[src/rtl/quad_pkg.sv]
// ============================================================================
//  Module   : quad_pkg
//  Purpose  : Shared definitions for the quadrature step decoder. Holds the
//             Gray-code phase states, the step codes and the transition
//             classifier used by the decode stage.
//  Ports    : n/a (package)
//  Revision : 1.0  initial release
// ============================================================================
`default_nettype none

package quad_pkg;

   // Phase states, written as {A,B}
   localparam logic [1:0] ST00 = 2'b00;
   localparam logic [1:0] ST01 = 2'b01;
   localparam logic [1:0] ST11 = 2'b11;
   localparam logic [1:0] ST10 = 2'b10;

   // Result of comparing two consecutive filtered states
   typedef enum logic [1:0] {
      STEP_NONE = 2'd0,
      STEP_CW   = 2'd1,
      STEP_CCW  = 2'd2,
      STEP_ERR  = 2'd3
   } step_t;

   // Accumulator width: holds -(RES-1)..RES-1 for RES up to 4
   localparam int c_acc_w = 3;

   // Successor of a state along the clockwise sequence 00->01->11->10->00
   function automatic logic [1:0] cw_next(input logic [1:0] st);
      logic [1:0] nxt;
      nxt = ST00;
      case (st)
         ST00:    nxt = ST01;
         ST01:    nxt = ST11;
         ST11:    nxt = ST10;
         default: nxt = ST00;
      endcase
      return nxt;
   endfunction

   // Classify a transition old->new
   function automatic step_t quad_step(input logic [1:0] old_st,
                                       input logic [1:0] new_st);
      step_t s;
      s = STEP_NONE;
      if (old_st == new_st)
         s = STEP_NONE;
      else if ((old_st ^ new_st) == 2'b11)
         s = STEP_ERR;
      else if (new_st == cw_next(old_st))
         s = STEP_CW;
      else
         s = STEP_CCW;
      return s;
   endfunction

endpackage

`default_nettype wire

[src/rtl/quad_step_decoder_if.sv]
// ============================================================================
//  Module   : quad_step_decoder_if
//  Purpose  : Encoder-in / counter-control-out signal bundle.
//  Signals  : a_in, b_in  raw encoder phases (asynchronous to clk)
//             ena         one-cycle step strobe
//             dir         step direction, 1 = up/CW, held between strobes
//             err         one-cycle illegal-transition strobe
//  Modports : master - encoder side / observer (drives phases)
//             slave  - decoder side (drives ena/dir/err)
//  Revision : 1.0  initial release
// ============================================================================
`default_nettype none

interface quad_step_decoder_if;
   logic a_in;
   logic b_in;
   logic ena;
   logic dir;
   logic err;

   modport master (output a_in, output b_in, input ena, input dir, input err);
   modport slave  (input a_in, input b_in, output ena, output dir, output err);
endinterface

`default_nettype wire

[src/rtl/quad_debounce.sv]
// ============================================================================
//  Module   : quad_debounce
//  Purpose  : Two-flop synchroniser on both phases followed by a joint
//             debounce counter on the 2-bit {A,B} vector.
//  Ports    : clk       system clock
//             reset     asynchronous active-low reset
//             i_ab      raw {A,B}
//             i_primed  decoder has accepted its first filtered value
//             o_filt    debounced {A,B}
//             o_upd     one-cycle strobe, o_filt has just been loaded
//  Revision : 1.0  initial release
// ============================================================================
`default_nettype none

module quad_debounce
   import quad_pkg::*;
#(
   parameter int DB_LEN = 8,
   parameter int DBW    = 4
) (
   input  wire logic       clk,
   input  wire logic       reset,
   input  wire logic [1:0] i_ab,
   input  wire logic       i_primed,
   output logic      [1:0] o_filt,
   output logic            o_upd
);

   localparam logic [DBW-1:0] c_db_len = DBW'(DB_LEN);
   localparam logic [DBW-1:0] c_one    = DBW'(1);

   logic [1:0]     r_s1;
   logic [1:0]     r_s2;
   logic [1:0]     r_s2_prev;
   logic [1:0]     r_filt;
   logic [DBW-1:0] r_cnt;
   logic           r_upd;

   logic           w_match;
   logic           w_changed;
   logic [DBW-1:0] w_cnt_nxt;
   logic           w_fire;

   // Before priming the counter measures plain stability of s2, so a
   // resting value equal to the reset filt (00) still produces the
   // priming update. After priming it measures time away from filt.
   always_comb begin
      w_match   = i_primed && (r_s2 == r_filt);
      w_changed = (r_s2 != r_s2_prev);
      if (w_match)
         w_cnt_nxt = '0;
      else if (w_changed)
         w_cnt_nxt = c_one;
      else
         w_cnt_nxt = r_cnt + c_one;
      w_fire = !w_match && (w_cnt_nxt == c_db_len);
   end

   always_ff @(posedge clk or negedge reset) begin
      if (!reset) begin
         r_s1      <= ST00;
         r_s2      <= ST00;
         r_s2_prev <= ST00;
         r_filt    <= ST00;
         r_cnt     <= '0;
         r_upd     <= 1'b0;
      end else begin
         r_s1      <= i_ab;
         r_s2      <= r_s1;
         r_s2_prev <= r_s2;
         r_upd     <= w_fire;
         if (w_fire) begin
            r_filt <= r_s2;
            r_cnt  <= '0;
         end else begin
            r_cnt  <= w_cnt_nxt;
         end
      end
   end

   assign o_filt = r_filt;
   assign o_upd  = r_upd;

endmodule

`default_nettype wire

[src/rtl/quad_step_decoder.sv]
// ============================================================================
//  Module   : quad_step_decoder
//  Purpose  : Turns a mechanical quadrature encoder into ena/dir controls for
//             an up/down counter: debounce, priming, Gray decode, detent
//             accumulation and registered strobes.
//  Ports    : clk    system clock
//             reset  asynchronous active-low reset
//             bus    quad_step_decoder_if.slave
//                    (a_in, b_in in; ena, dir, err out)
//  Params   : DB_LEN stable clocks before filt updates (1..2^DBW-1)
//             DBW    debounce counter width
//             RES    encoder transitions per emitted step (1, 2, 4)
//  Revision : 1.0  initial release
// ============================================================================
`default_nettype none

module quad_step_decoder
   import quad_pkg::*;
#(
   parameter int DB_LEN = 8,
   parameter int DBW    = 4,
   parameter int RES    = 4
) (
   input  wire logic          clk,
   input  wire logic          reset,
   quad_step_decoder_if.slave bus
);

   localparam logic signed [c_acc_w-1:0] c_acc_max = c_acc_w'(RES - 1);
   localparam logic signed [c_acc_w-1:0] c_acc_min = -c_acc_max;
   localparam logic signed [c_acc_w-1:0] c_acc_one = c_acc_w'(1);

   logic [1:0]                w_filt;
   logic                      w_upd;

   logic                      r_primed;
   logic [1:0]                r_last;
   step_t                     r_step;
   logic signed [c_acc_w-1:0] r_acc;
   logic                      r_ena;
   logic                      r_dir;
   logic                      r_err;

   quad_debounce #(
      .DB_LEN (DB_LEN),
      .DBW    (DBW)
   ) u_db (
      .clk      (clk),
      .reset    (reset),
      .i_ab     ({bus.a_in, bus.b_in}),
      .i_primed (r_primed),
      .o_filt   (w_filt),
      .o_upd    (w_upd)
   );

   // Stage 1 classifies the filt transition, stage 2 accumulates and
   // drives the output strobes. The first update after reset only records
   // the resting state.
   always_ff @(posedge clk or negedge reset) begin
      if (!reset) begin
         r_primed <= 1'b0;
         r_last   <= ST00;
         r_step   <= STEP_NONE;
         r_acc    <= '0;
         r_ena    <= 1'b0;
         r_dir    <= 1'b0;
         r_err    <= 1'b0;
      end else begin
         r_step <= STEP_NONE;
         if (w_upd) begin
            r_last <= w_filt;
            if (!r_primed)
               r_primed <= 1'b1;
            else
               r_step <= quad_step(r_last, w_filt);
         end

         r_ena <= 1'b0;
         r_err <= 1'b0;
         case (r_step)
            STEP_CW: begin
               if (r_acc == c_acc_max) begin
                  r_ena <= 1'b1;
                  r_dir <= 1'b1;
                  r_acc <= '0;
               end else begin
                  r_acc <= r_acc + c_acc_one;
               end
            end
            STEP_CCW: begin
               if (r_acc == c_acc_min) begin
                  r_ena <= 1'b1;
                  r_dir <= 1'b0;
                  r_acc <= '0;
               end else begin
                  r_acc <= r_acc - c_acc_one;
               end
            end
            STEP_ERR: begin
               r_err <= 1'b1;
               r_acc <= '0;
            end
            default: ;
         endcase
      end
   end

   assign bus.ena = r_ena;
   assign bus.dir = r_dir;
   assign bus.err = r_err;

endmodule

`default_nettype wire

[src/flat_wrapper.sv]
// flat-port wrapper written by rule: the top's interface ports become plain ports
module quad_step_decoder_flat import quad_pkg::*;
#(
   parameter int DB_LEN = 8,
   parameter int DBW    = 4,
   parameter int RES    = 4
)
  (clk, reset, bus_a_in, bus_b_in, bus_ena, bus_dir, bus_err);
  quad_step_decoder_if bus_i ();
  input  wire logic clk;
  input  wire logic reset;
  input wire logic [$bits(bus_i.a_in)-1:0] bus_a_in;
  input wire logic [$bits(bus_i.b_in)-1:0] bus_b_in;
  output wire logic [$bits(bus_i.ena)-1:0] bus_ena;
  output wire logic [$bits(bus_i.dir)-1:0] bus_dir;
  output wire logic [$bits(bus_i.err)-1:0] bus_err;
  assign bus_i.a_in = bus_a_in;
  assign bus_i.b_in = bus_b_in;
  assign bus_ena = bus_i.ena;
  assign bus_dir = bus_i.dir;
  assign bus_err = bus_i.err;
  quad_step_decoder #(.DB_LEN(DB_LEN), .DBW(DBW), .RES(RES)) u_core (.clk(clk), .reset(reset), .bus(bus_i));
endmodule
[config.mk]
export PLATFORM = sky130hd
export DESIGN_NAME = quad_step_decoder_flat
export DESIGN_NICKNAME = d
export VERILOG_FILES = /design/src/rtl/quad_pkg.sv /design/src/rtl/quad_step_decoder_if.sv /design/src/rtl/quad_debounce.sv /design/src/rtl/quad_step_decoder.sv /design/src/flat_wrapper.sv
export SDC_FILE = /design/constraint.sdc
export NUM_CORES = 1
export LEC_CHECK = 0
export CAP_MARGIN = 20
export CORE_UTILIZATION = 56
export DETAILED_ROUTE_END_ITERATION = 10
export PLACE_DENSITY = 0.85
export SKIP_CTS_REPAIR_TIMING = 1
export SLEW_MARGIN = 10
export SYNTH_ARGS = -nofsm -noshare
export SYNTH_HDL_FRONTEND = slang
export SYNTH_SLANG_ARGS = --single-unit
[constraint.sdc]
create_clock -name clk -period 1.97 [get_ports clk]
set_input_delay 0.197 -clock clk [delete_from_list [all_inputs] [get_ports clk]]
set_output_delay 0.197 -clock clk [all_outputs]
set_load 0.03 [all_outputs]
==> run summary, run 1 <==
Status - complete, no violations
Crit Path Class - register to register
Die X - 46.9 um
CP peak stage delay - 480 ps
CTS root buffer - clkbuf_4
Vias in the first global route - 723
Num CTS Buffers - 3
Worst Tran Pin Value - 299 ps
Worst path bufs/invs - 0
Vias - 758
Largest net degree at the start of global routing - 25
Highest clock rate - 0.619 GHz
Syn Inst Count - 101
Clk buf depth - 2
Post-synth top area share - 0.531
FF-to-FF setup slack - 350 ps
Syn avg cell area - 11.2 sq um
Hold Path Class - primary input to asynchronous set/reset pin
Synth Cell Area - 1130 sq um
Fin Hold WS - 215 ps
Placeable Area - 1800 sq um
Period utilization - 0.821
Die Y - 46.9 um
Number of warnings issued by yosys - 0
Final setup vio count - 0
Clock Latency Late Sink - 310 ps
Congestion Overflow GR - 0
Worst Clk Skew - 1.69 ps
Antenna violations before repair - 0
Post-synth top area cell - dfrtp_1
Setup TNS - 0 ps
Worst path depth - 5
Via density - 5.57
Slowest library cell on the worst path - dfrtp_1
CP Launch Type - register
Crit-path max FO - 6
Final Wtd Congestion - 0.824
Slack of the critical path - 354 ps
Initial Utilization - 0.628
RSZ-0062 raised after global routing - no
Commonest non-fill, non-tap cell in the layout - dfrtp_1
Max-slew headroom - 0.800
Post-DP HPWL - 1.30 mm
H-tree depth - 1
Final Critical Period - 1620 ps
Count of input and output buffers - 6
Final Hold Fails - 0
Final core utilization - 0.710
Critical Path, Cell by Cell - ha_1, nor2_1, o2bb2ai_1, nand4_1, mux2_1
Post-layout nets - 124
Worst path required time - 2180 ps
# diodes - 0
Worst setup startpoint - u_core.u_db.r_cnt[0]$_DFF_PN0_
Pre-CTS setup slack - 377 ps
First-pass GRT wire length - 3.13 mm
Peak VDD IR - 0.563 mV
Synthesis-to-layout area growth - 13.1%
Worst endpoint data arrival time - 1830 ps
Drt pass-1 iters - 4
Reg2reg path depth - 5
Leakage - 0.555 nW
GRT Overall Usage - 0.211
MaxCap Viol Count - 0
Setup crit end kind - register
Remaining DRCs - 0
CTS tree - built
I/O Pins - 7
Power Dens Cells - 739 nW/um^2
Die footprint - 2200 sq um
Mapped Nets - 113
Worst reg2reg endpoint - u_core.u_db.o_filt[1]$_DFFE_PN0P_
Yosys cell types - 28
Worst-path clk slew - 130 ps
Post-synthesis register bit count - 24
Register area share after synthesis - 0.531
Initial DRC count - 7
Num rows - 15
Slew Limit Fails - 0
FF-to-FF Start - u_core.u_db.r_cnt[0]$_DFF_PN0_
Routed Antenna Nets - 0
WL final - 1.93 mm
Top Family by Delay on Critical Path - flip-flops
Total clock sinks - 24
Share of cells above drive strength 1 - 0.108
Worst setup path end - u_core.u_db.o_filt[1]$_DFFE_PN0P_
Top cells by area, synth - dfrtp_1 53%, ha_1 8.8%, mux2i_1 4.4%, o21ai_0 3.5%, xnor2_1 3.1%
Average wire per standard cell - 14.2 um
## cells by family after synthesis
family / share of synthesized area
compound gates: 0.0951
xor+xnor: 0.0465
fa+ha+maj: 0.0885
buf+inv: 0.0299
flops: 0.531
mux: 0.0841
simple gates: 0.125
## synthesized netlist by cell type (all sizes together)
master   instances
dfrtp           24
nor2             9
ha               8
inv              8
nand2            8
o21ai            8
mux2i            5
mux2             4
xnor2            4
a21oi            3
a211oi           2
a31oi            2
nand3            2
nor3             2
xor2             2
a32o             1
and2             1
and3             1
clkbuf           1
nand2b           1
nand4            1
nand4b           1
nor3b            1
o2bb2ai          1
or2              1
## how the worst min path moves through the flow
stage | cells past startpoint | slack (ps) | start | to
finish | 2 | 220 | reset | u_core.r_acc[2]$_DFFE_PN0P_
global route | 2 | 240 | reset | u_core.r_acc[2]$_DFFE_PN0P_
CTS | 2 | 230 | reset | u_core.u_db.r_s2[1]$_DFF_PN0_
detailed placement | 0 | 340 | u_core.u_db.r_s1[0]$_DFF_PN0_ | u_core.u_db.r_s2[0]$_DFF_PN0_
global placement | 0 | 330 | u_core.u_db.r_s1[1]$_DFF_PN0_ | u_core.u_db.r_s2[1]$_DFF_PN0_
floorplan | 0 | -100 | reset | u_core.bus.dir$_DFFE_PN0P_
## per-layer routing
layer | GRT usage | vias up | part of all wire
li1 | - | 364 | -
met1 | 0.267 | 370 | 0.45
met2 | 0.344 | 20 | 0.50
met3 | 0.0346 | 4 | 0.033
met4 | 0.120 | 0 | 0.020
met5 | 0 | - | 0
## worst register-to-register path: stages, from the launching register on
cell and delay [ps]:
dfrtp_1 480, ha_1 270, nor2_1 110, o2bb2ai_1 150, nand4_1 160, mux2_1 340
## through the flow
stage,area (sq um),power (mW),cells
5_1_grt,1280,0.973,136
4_1_cts,1280,0.947,136
2_1_floorplan,1130,0.570,101
6_report,1280,0.945,136
3_3_place_gp,1230,0.591,132
3_5_place_dp,1230,0.598,132
## power breakdown
part,switching (mW),internal [mW]
Combinational,0.0355,0.0300
Sequential,0.0165,0.506
Clock,0.151,0.206
## state kept, by name, summed over array words and instances (netlist names)
register and count:
u_core.r_primed 1, u_core.r_step 2, u_core.u_db.r_s2 2, u_core.r_acc 3, u_core.u_db.o_filt 2, u_core.bus.ena 1
u_core.bus.err 1, u_core.u_db.o_upd 1, u_core.u_db.r_s1 2, u_core.u_db.r_cnt 4, u_core.u_db.r_s2_prev 2, u_core.bus.dir 1
u_core.r_last 2
## cell type report
type	count	area, sq um
Sequential cell	24	601
Fill cell	136	523
Multi-Input combinational cell	68	497
Timing Repair Buffer	7	67.6
Tap cell	25	31.3
Clock inverter	1	30.0
Inverter	8	30.0
Clock buffer	3	22.5
Power figures use the tool's default switching activity.
==> run 2: changes to the inputs <==
Clock period 1.97 ns to 1.6 ns, I/O delays scaled along.
==> run summary, run 2 (synthesized netlist as in run 1, its figures left out) <==
Status - complete, no violations
Reg power frac - 0.605
Remaining DRCs - 0
Clk buf depth - 2
I/O Pins - 7
Die X - 46.9 um
Synthesis-to-layout area growth - 14.9%
FF-to-FF setup slack - 60 ps
Worst Clk Skew - 8.53 ps
Final Critical Period - 1540 ps
Gate power share - 0.097
Vias in the first global route - 750
Commonest non-fill, non-tap cell in the layout - dfrtp_1
Switch share - 0.234
Worst path required time - 1800 ps
Die Y - 46.9 um
Clock power share - 0.298
Worst-path clk slew - 130 ps
Initial DRC count - 4
# diodes - 0
Max reg flops - 4
Final setup vio count - 0
Count of input and output buffers - 6
Largest net degree at the start of global routing - 25
Routed Antenna Nets - 0
CP Launch Type - register
CTS root buffer - clkbuf_4
Max-slew headroom - 0.790
Tot Pwr - 1.06 mW
Post-placement cell area - 1240 sq um
Fillers - 142
Num CTS Buffers - 3
Via density - 5.44
Top reg by flops - u_core.u_db.r_cnt
Worst endpoint data arrival time - 1750 ps
Placeable Area - 1800 sq um
Clock Latency Late Sink - 320 ps
Congestion Overflow GR - 0
Slew Limit Fails - 0
CTS tree - built
Share of cells above drive strength 1 - 0.159
Highest clock rate - 0.648 GHz
Setup TNS - 0 ps
Setup crit end kind - register
Top flop regs - u_core.u_db.r_cnt x4, u_core.r_acc x3
MaxCap Viol Count - 0
Die footprint - 2200 sq um
Vias - 751
H-tree depth - 1
WL final - 1.98 mm
P_int - 813 uW
Average wire per standard cell - 14.3 um
Crit Path Class - register to register
Total clock sinks - 24
Power Dens Cells - 817 nW/um^2
Period utilization - 0.965
Num rows - 15
Leakage - 0.558 nW
Most frequent cells in the layout - 23 x dfrtp_1, 8 x nand2_1, 8 x o21ai_0, 8 x inv_1
Fin area - 1300 sq um
Drt pass-1 iters - 4
Hold Path Class - primary input to asynchronous set/reset pin
Initial Utilization - 0.628
Antenna violations before repair - 0
Final Hold Fails - 0
First-pass GRT wire length - 3.07 mm
GRT Overall Usage - 0.208
Crit-path max FO - 4
Final Wtd Congestion - 0.798
Worst Tran Pin Value - 314 ps
Post-layout nets - 126
Peak VDD IR - 0.452 mV
Switch Pwr - 249 uW
Post-DP HPWL - 1.38 mm
==> run 2: layout make-up <==
| type | count | area, sq um | area share |
|---|---|---|---|
| sequential | 24 | 602 | 0.463 |
| timing repair buffer | 9 | 82.6 | 0.0635 |
| tap | 25 | 31.3 | 0.0241 |
| clock buffer | 4 | 36.3 | 0.0279 |
| inverter | 8 | 30.0 | 0.0231 |
| multi-input combinational | 68 | 518 | 0.398 |
==> run 2: path summary, 6_finish.rpt <==
path                                                start                                end  cells after the start
min reg2reg                 u_core.u_db.r_s1[0]$_DFF_PN0_      u_core.u_db.r_s2[0]$_DFF_PN0_                      0
max in group asynchronous                           reset     u_core.u_db.r_cnt[1]$_DFF_PN0_                      2
max                        u_core.u_db.r_cnt[1]$_DFF_PN0_  u_core.u_db.o_filt[0]$_DFFE_PN0P_                      5
min in group clk                                 bus_a_in      u_core.u_db.r_s1[1]$_DFF_PN0_                      1
min                                                 reset         u_core.bus.dir$_DFFE_PN0P_                      2
max reg2reg                u_core.u_db.r_cnt[1]$_DFF_PN0_  u_core.u_db.o_filt[0]$_DFFE_PN0P_                      5
==> run 2: critical path, stage by stage, from the launching register on <==
cell and delay, ps:
dfrtp_2 460, ha_4 180, nor2_2 140, o2bb2ai_2 140, nand4_1 160, mux2_1 350
==> run 2: power groups by stage <==
stage	logic, mW	clock network, mW	registers [mW]
2_1_floorplan	0.0523	0	0.649
6_report	0.103	0.316	0.642
5_1_grt	0.114	0.347	0.644
3_5_place_dp	0.0950	0	0.650
4_1_cts	0.0953	0.318	0.638
3_3_place_gp	0.0878	0	0.649
==> run 2: metal layers <==
layer	vias to the layer above	GRT usage	wire (um)
met5	-	0	0
met2	13	0.378	1080
met1	368	0.235	824
li1	366	-	-
met4	0	0.103	36
met3	4	0.0346	40
==> run 2: stage by stage <==
step / instances / hold WS (ps) / setup WS (ps) / util
floorplan: 101 / -136 / 131 / -
global placement: 134 / 332 / 134 / 0.689
detailed placement: 134 / 335 / -10.3 / 0.689
CTS: 138 / 181 / -36.5 / 0.709
global route: 138 / 204 / -28.3 / 0.722
finish: 138 / 179 / 56.6 / 0.722
